==> src/rtl/hood_pkg.sv <==
`default_nettype none
// ============================================================================
// Module      : hood_pkg
// Description : Shared encodings for the range-hood mode scheduler: mode
//               states, fan level constants and button decode helpers.
// Revision    : 1.0 - initial release
// ============================================================================
package hood_pkg;

  // Mode encoding; values are visible on the state output port.
  typedef enum logic [2:0] {
    ST_OFF        = 3'd0,
    ST_STANDBY    = 3'd1,
    ST_MENU       = 3'd2,
    ST_LEVEL1     = 3'd3,
    ST_LEVEL2     = 3'd4,
    ST_TURBO      = 3'd5,
    ST_TURBO_EXIT = 3'd6,
    ST_CLEAN      = 3'd7
  } hood_state_e;

  localparam logic [1:0] FAN_OFF   = 2'd0;
  localparam logic [1:0] FAN_L1    = 2'd1;
  localparam logic [1:0] FAN_L2    = 2'd2;
  localparam logic [1:0] FAN_TURBO = 2'd3;

  // Single winning button after priority resolution.
  typedef enum logic [2:0] {
    BTN_NONE  = 3'd0,
    BTN_MENU  = 3'd1,
    BTN_CLEAN = 3'd2,
    BTN_L3    = 3'd3,
    BTN_L2    = 3'd4,
    BTN_L1    = 3'd5
  } btn_e;

  // menu > clean > l3 > l2 > l1; lower-priority presses are dropped.
  function automatic btn_e decode_btn(input logic menu, input logic clean,
                                      input logic l3, input logic l2,
                                      input logic l1);
    if (menu)       return BTN_MENU;
    else if (clean) return BTN_CLEAN;
    else if (l3)    return BTN_L3;
    else if (l2)    return BTN_L2;
    else if (l1)    return BTN_L1;
    else            return BTN_NONE;
  endfunction

  function automatic logic [1:0] fan_for_state(input hood_state_e s);
    case (s)
      ST_LEVEL1:                return FAN_L1;
      ST_LEVEL2:                return FAN_L2;
      ST_TURBO, ST_TURBO_EXIT:  return FAN_TURBO;
      default:                  return FAN_OFF;
    endcase
  endfunction

endpackage
`default_nettype wire

==> src/rtl/sec_tick_gen.sv <==
`default_nettype none
// ============================================================================
// Module      : sec_tick_gen
// Description : Divides clk down to a one-cycle pulse every CLK_HZ cycles.
//               restart zeroes the divider so a new period begins next cycle.
// Revision    : 1.0 - initial release
// ============================================================================
module sec_tick_gen #(
  parameter int CLK_HZ = 100_000_000
) (
  input  logic clk,
  input  logic rst_n,
  input  logic restart,
  output logic tick
);

  localparam int          CW       = (CLK_HZ > 1) ? $clog2(CLK_HZ) : 1;
  localparam logic [CW-1:0] TERMINAL = CW'(CLK_HZ - 1);

  logic [CW-1:0] count;

  // Free-running divider, cleared on restart or when a period completes.
  always_ff @(posedge clk or negedge rst_n) begin
    if (!rst_n) begin
      count <= '0;
    end else if (restart || (count == TERMINAL)) begin
      count <= '0;
    end else begin
      count <= count + CW'(1);
    end
  end

  assign tick = (count == TERMINAL);

endmodule
`default_nettype wire

==> src/rtl/hood_mode_scheduler.sv <==
`default_nettype none
// ============================================================================
// Module      : hood_mode_scheduler
// Description : Range-hood mode sequencer. Resolves button pulses into one
//               active mode, drives fan level and cleaning enable, and runs
//               the per-mode second countdowns. All outputs are registered.
// Revision    : 1.0 - initial release
// ============================================================================
module hood_mode_scheduler
  import hood_pkg::*;
#(
  parameter int CLK_HZ     = 100_000_000,
  parameter int TURBO_SECS = 60,
  parameter int EXIT_SECS  = 60,
  parameter int CLEAN_SECS = 180
) (
  input  logic       clk,
  input  logic       rst_n,
  input  logic       power_on,
  input  logic       btn_menu,
  input  logic       btn_l1,
  input  logic       btn_l2,
  input  logic       btn_l3,
  input  logic       btn_clean,
  input  logic       clean_done,
  output logic [2:0] state,
  output logic [1:0] fan_level,
  output logic       clean_sel,
  output logic [7:0] remaining,
  output logic       turbo_used,
  output logic       alert
);

  hood_state_e state_q, state_d;
  logic [7:0]  remaining_d;
  logic        turbo_used_d;
  logic        alert_d;
  logic        tick;
  logic        restart;
  logic        expiry;
  logic        any_btn;
  btn_e        btn;

  // Any state change restarts the second divider so the first decrement
  // lands exactly one full second after entering a timed mode.
  sec_tick_gen #(.CLK_HZ(CLK_HZ)) u_tick (
    .clk     (clk),
    .rst_n   (rst_n),
    .restart (restart),
    .tick    (tick)
  );

  function automatic logic [7:0] load_count(input hood_state_e s);
    case (s)
      ST_TURBO:      return 8'(TURBO_SECS);
      ST_TURBO_EXIT: return 8'(EXIT_SECS);
      ST_CLEAN:      return 8'(CLEAN_SECS);
      default:       return 8'd0;
    endcase
  endfunction

  assign btn     = decode_btn(btn_menu, btn_clean, btn_l3, btn_l2, btn_l1);
  assign any_btn = btn_menu | btn_clean | btn_l3 | btn_l2 | btn_l1;
  assign expiry  = tick && (remaining == 8'd1);
  assign restart = (state_d != state_q);

  // Next-mode, countdown, turbo latch and alert decisions.
  always_comb begin
    state_d      = state_q;
    turbo_used_d = turbo_used;
    alert_d      = alert;
    remaining_d  = remaining;

    if (!power_on) begin
      state_d      = ST_OFF;
      turbo_used_d = 1'b0;
      alert_d      = 1'b0;
    end else begin
      if (any_btn) alert_d = 1'b0;
      case (state_q)
        ST_OFF:     state_d = ST_STANDBY;
        ST_STANDBY: if (btn == BTN_MENU) state_d = ST_MENU;
        ST_MENU: begin
          case (btn)
            BTN_MENU:  state_d = ST_STANDBY;
            BTN_L1:    state_d = ST_LEVEL1;
            BTN_L2:    state_d = ST_LEVEL2;
            BTN_CLEAN: state_d = ST_CLEAN;
            BTN_L3: begin
              if (!turbo_used) begin
                state_d      = ST_TURBO;
                turbo_used_d = 1'b1;
              end
            end
            default: ;
          endcase
        end
        ST_LEVEL1: begin
          if (btn == BTN_MENU)    state_d = ST_STANDBY;
          else if (btn == BTN_L2) state_d = ST_LEVEL2;
        end
        ST_LEVEL2: begin
          if (btn == BTN_MENU)    state_d = ST_STANDBY;
          else if (btn == BTN_L1) state_d = ST_LEVEL1;
        end
        ST_TURBO: begin
          // A menu press in the expiry cycle still takes the exit path.
          if (btn == BTN_MENU) state_d = ST_TURBO_EXIT;
          else if (expiry)     state_d = ST_LEVEL2;
        end
        ST_TURBO_EXIT: if (expiry) state_d = ST_STANDBY;
        ST_CLEAN: begin
          if (clean_done || expiry) begin
            state_d = ST_STANDBY;
            alert_d = 1'b1;
          end
        end
        default: state_d = ST_OFF;
      endcase
    end

    if (state_d != state_q) begin
      remaining_d = load_count(state_d);
    end else if (tick && (remaining != 8'd0)) begin
      remaining_d = remaining - 8'd1;
    end
  end

  // Output and state registers; outputs are derived from the next state so
  // they change on the same edge as the mode.
  always_ff @(posedge clk or negedge rst_n) begin
    if (!rst_n) begin
      state_q    <= ST_OFF;
      fan_level  <= FAN_OFF;
      clean_sel  <= 1'b0;
      remaining  <= 8'd0;
      turbo_used <= 1'b0;
      alert      <= 1'b0;
    end else begin
      state_q    <= state_d;
      fan_level  <= fan_for_state(state_d);
      clean_sel  <= (state_d == ST_CLEAN);
      remaining  <= remaining_d;
      turbo_used <= turbo_used_d;
      alert      <= alert_d;
    end
  end

  assign state = state_q;

endmodule
`default_nettype wire

==> config.mk <==
export PLATFORM = sky130hd
export DESIGN_NAME = hood_mode_scheduler
export DESIGN_NICKNAME = d
export VERILOG_FILES = /design/src/rtl/hood_pkg.sv /design/src/rtl/sec_tick_gen.sv /design/src/rtl/hood_mode_scheduler.sv
export SDC_FILE = /design/constraint.sdc
export NUM_CORES = 1
export LEC_CHECK = 0
export BUFFER_PORTS_ARGS = -buffer_cell sky130_fd_sc_hd__buf_4
export CORE_ASPECT_RATIO = 1.25
export CORE_MARGIN = 2
export CORE_UTILIZATION = 50
export DETAILED_ROUTE_END_ITERATION = 8
export PLACE_DENSITY_LB_ADDON = 0.2
export SKIP_CTS_REPAIR_TIMING = 1
export SYNTH_ARGS = -nofsm -noshare
export SYNTH_HDL_FRONTEND = slang
export SYNTH_HIERARCHICAL = 1
export SYNTH_SLANG_ARGS = --single-unit
==> constraint.sdc <==
create_clock -name clk -period 7.8 [get_ports clk]
set_clock_uncertainty 0.05 [all_clocks]
set_input_delay 0.39 -clock clk [delete_from_list [all_inputs] [get_ports clk]]
set_output_delay 0.39 -clock clk [all_outputs]
set_load 0.03 [all_outputs]
==> summary.txt <==
Min path
  • Hold Crit Class: input port to async pin

Detailed routing
  • DRC viols: 0
  • Iteration-0 DRC Markers: 120
  • WL/cell: 15.72 µm
  • Via-to-Cell Ratio: 6.281
  • Via count: 2305
  • Total Wirelength: 5769 µm
  • Detail Route Antenna Nets: 0
  • Initial DRT Pass Iterations: 4

CTS
  • TritonCTS Buffers: 5
  • CTS tree: yes
  • Clock Sinks: 43
  • Clock tree buffer depth: 2
  • Htree depth: 2
  • Worst-path clk slew: 0.08 ns
  • Later-pin clock latency in the skew report: 0.29 ns
  • Root Driver: clkbuf_8

Timing
  • Max Slew Vio Count: 0
  • Worst Max-Slew Pin Slew: 0.7461 ns
  • RSZ-0062 raised after global routing: no
  • Hold Vio Cnt, Final: 0
  • Ratio of final minimum period to clock period: 49.82%
  • Relative slew slack: 49.87%
  • Final critical-path required period: 3.886 ns
  • Fmax: 257.4 MHz
  • Final setup vio count: 0
  • Setup WS post-layout: 3.914 ns
  • Setup tns final: 0 ns

Place
  • DP Area: 2835 µm²
  • Cells after DPL: 359
  • Setup Slack @ Placement: 3.979 ns
  • Gpl congestion: 0.8198
  • Post-DP HPWL: 4118 µm
  • Port buffer count: 24

Flow run
  • Max capacitance violation total: 0

Final layout
  • Fin area: 2953 µm²
  • Area delta synth->final: 11.01%
  • # nets final: 316
  • Final core utilization: 57.72%
  • N_diodes: 0
  • Layout cells sized above 1: 18.03%
  • Non-filler cells, final: 367

Outcome
  • Outcome: finished clean

Yosys
  • FF+latch count, synth: 43
  • Mapped Nets: 297
  • Gate Count Post-Synth: 285
  • Synth Area per Inst: 9.334 µm²
  • Post-synth EDFFs: 0
  • Synth Warn #: 6
  • Largest cells by area after synthesis: dfrtp_1 40%, a21oi_1 3.8%, nor2_1 3.5%
  • Top-area cell type share of the netlist area: 40.45%
  • Post-Syn Area: 2660 µm²
  • Post-synthesis sequential area ratio: 40.45%
  • Netlist cell types: 61
  • Commonest register cell after synthesis: dfrtp_1
  • Post-synth ARST share: 100.0%
  • Synth area leader: dfrtp_1

Setup path
  • CP Launch Type: register
  • Slowest stage delay, CP: 0.66 ns
  • Worst-path cell chain: ha_1, and2_1, nand3_1, nor3_1, and4bb_1, nand3_1, mux2i_4, a21oi_4, a211o_1, inv_1, o31ai_2, buf_4, nor2_1
  • FF-to-FF setup slack: 3.91 ns
  • Crit. End Element: register
  • Crit path kind: register to register
  • Worst flop-to-flop path endpoint: u_tick/count[13]$_DFF_PN0_
  • Slowest stage cell, crit path: nor3_1
  • Worst reg2reg path depth: 13
  • Cell mode on critical path: nand3_1
  • Start of the worst register-to-register path: u_tick/count[0]$_DFF_PN0_
  • CP required: 7.92 ns
  • Crit path DAT: 4.01 ns
  • Critical-path maximum fanout: 24

Global routing
  • Initial antenna violation count: 0
  • First-pass GRT wire length: 10120 µm
  • Vias in the first global route: 2217
  • Pin count of the biggest net entering global routing: 44
  • GRT Overall Usage: 20.91%
  • Grt ovf: 0

Floorplanning
  • Core footprint: 5116 µm²
  • Core Rows: 29
  • Initial Utilization: 51.99%
  • Die Area: 5923 µm²
  • Die Height: 85.55 µm
  • Die Wd: 69.24 µm
  • Ports: 25

Pwr
  • Pwr/cell area: 173.0 nW/µm²
  • Leak: 0.001226 µW
  • Peak supply drop: 0.1141 mV
==> metal layers <==
layer / part of all wire [%] / vias up / track usage, %
met2: 52 / 44 / 36.01
met5: 0 / - / 0
met1: 43 / 1142 / 25.95
li1: - / 1108 / -
met4: 2.1 / 0 / 8.378
met3: 3.2 / 11 / 3.995
==> cell families after synthesis <==
group / count (synthesis) / synth area share (%)
flip-flops: 43 / 40.45
XOR/XNOR: 17 / 5.598
buffers and inverters: 24 / 4.939
AND/OR/NAND/NOR: 124 / 27.33
adder cells (fa/ha/maj): 3 / 1.411
AO/OA/AOI/OAI: 72 / 19.00
multiplexers: 2 / 1.270
==> worst max-delay path by stage <==
stage / start / endpoint / slack [ns] / cells after the start
3_3_place_gp: u_tick/count[0]$_DFF_PN0_ / u_tick/count[5]$_DFF_PN0_ / 4.11 / 13
4_1_cts: u_tick/count[3]$_DFF_PN0_ / u_tick/count[13]$_DFF_PN0_ / 3.95 / 12
5_1_grt: u_tick/count[0]$_DFF_PN0_ / u_tick/count[13]$_DFF_PN0_ / 3.58 / 13
2_1_floorplan: u_tick/count[0]$_DFF_PN0_ / u_tick/count[3]$_DFF_PN0_ / 4.57 / 15
3_5_place_dp: u_tick/count[3]$_DFF_PN0_ / u_tick/count[15]$_DFF_PN0_ / 3.98 / 12
6_report: u_tick/count[0]$_DFF_PN0_ / u_tick/count[13]$_DFF_PN0_ / 3.91 / 13
==> synth_stat cells, types with 8 or more instances <==
master and instances:
a21oi_1 20, dfrtp_1 43, inv_1 11, nand2_1 18, nand3_1 14, nand4_1 10, nor2_1 25, o21ai_0 14
o31ai_1 9, or3_1 8, xnor2_1 9, xor2_1 8
==> metrics by stage <==
stage	power, µW	hold WS (ns)
after global placement	336.5	0.3684
final	510.8	0.03216
after CTS	517.5	0.04697
after detailed placement	337.2	0.3733
after global routing	540.7	0.07755
after floorplan	311.7	0.04441
==> final cells by class <==
class	count	area, µm²
Fill cell	466	2163
Multi-Input combinational cell	218	1453
Sequential cell	43	1076
Timing Repair Buffer	25	187.7
Clock buffer	6	82.58
Tap cell	62	77.57
Inverter	11	41.29
Clock inverter	2	35.03
==> power by group <==
part           internal, µW  switching, µW
logic                  32.8           53.6
clock network           104           74.6
registers               233           13.0
==> critical path: cells and delay by family, from the launching register on <==
family | cells | cell delay, ns
buffers and inverters | 2 | 0.40
AO/OA/AOI/OAI | 3 | 0.72
adder cells (fa/ha/maj) | 1 | 0.21
AND/OR/NAND/NOR | 6 | 1.74
flip-flops | 1 | 0.37
multiplexers | 1 | 0.26
==> placed cells by master (no fill, tap or decap), drive strengths merged, types with 3 or more instances in the layout <==
cell / netlist / layout
nor2: 25 / 25
inv: 11 / 11
ha: 3 / 3
or4: 8 / 8
buf: 7 / 25
and4: 3 / 3
or3: 8 / 8
nand2: 18 / 18
and2: 3 / 3
nor4: 8 / 8
o21ai: 15 / 15
and3: 5 / 5
o31ai: 10 / 10
xor2: 8 / 8
a21oi: 21 / 21
dfrtp: 43 / 43
xnor2: 9 / 9
a31oi: 3 / 3
a211o: 3 / 3
nand3: 15 / 15
nand4: 11 / 11
nor3: 6 / 6
clkbuf: 6 / 6
nor3b: 4 / 4
==> sequential cells by signal, summed over array words and instances, names as in the netlist <==
| name | flops |
|---|---|
| alert | 1 |
| clean_sel | 1 |
| fan_level | 2 |
| remaining | 8 |
| state | 3 |
| turbo_used | 1 |
| u_tick/count | 27 |
No activity file was read; power rests on OpenSTA's default activity.
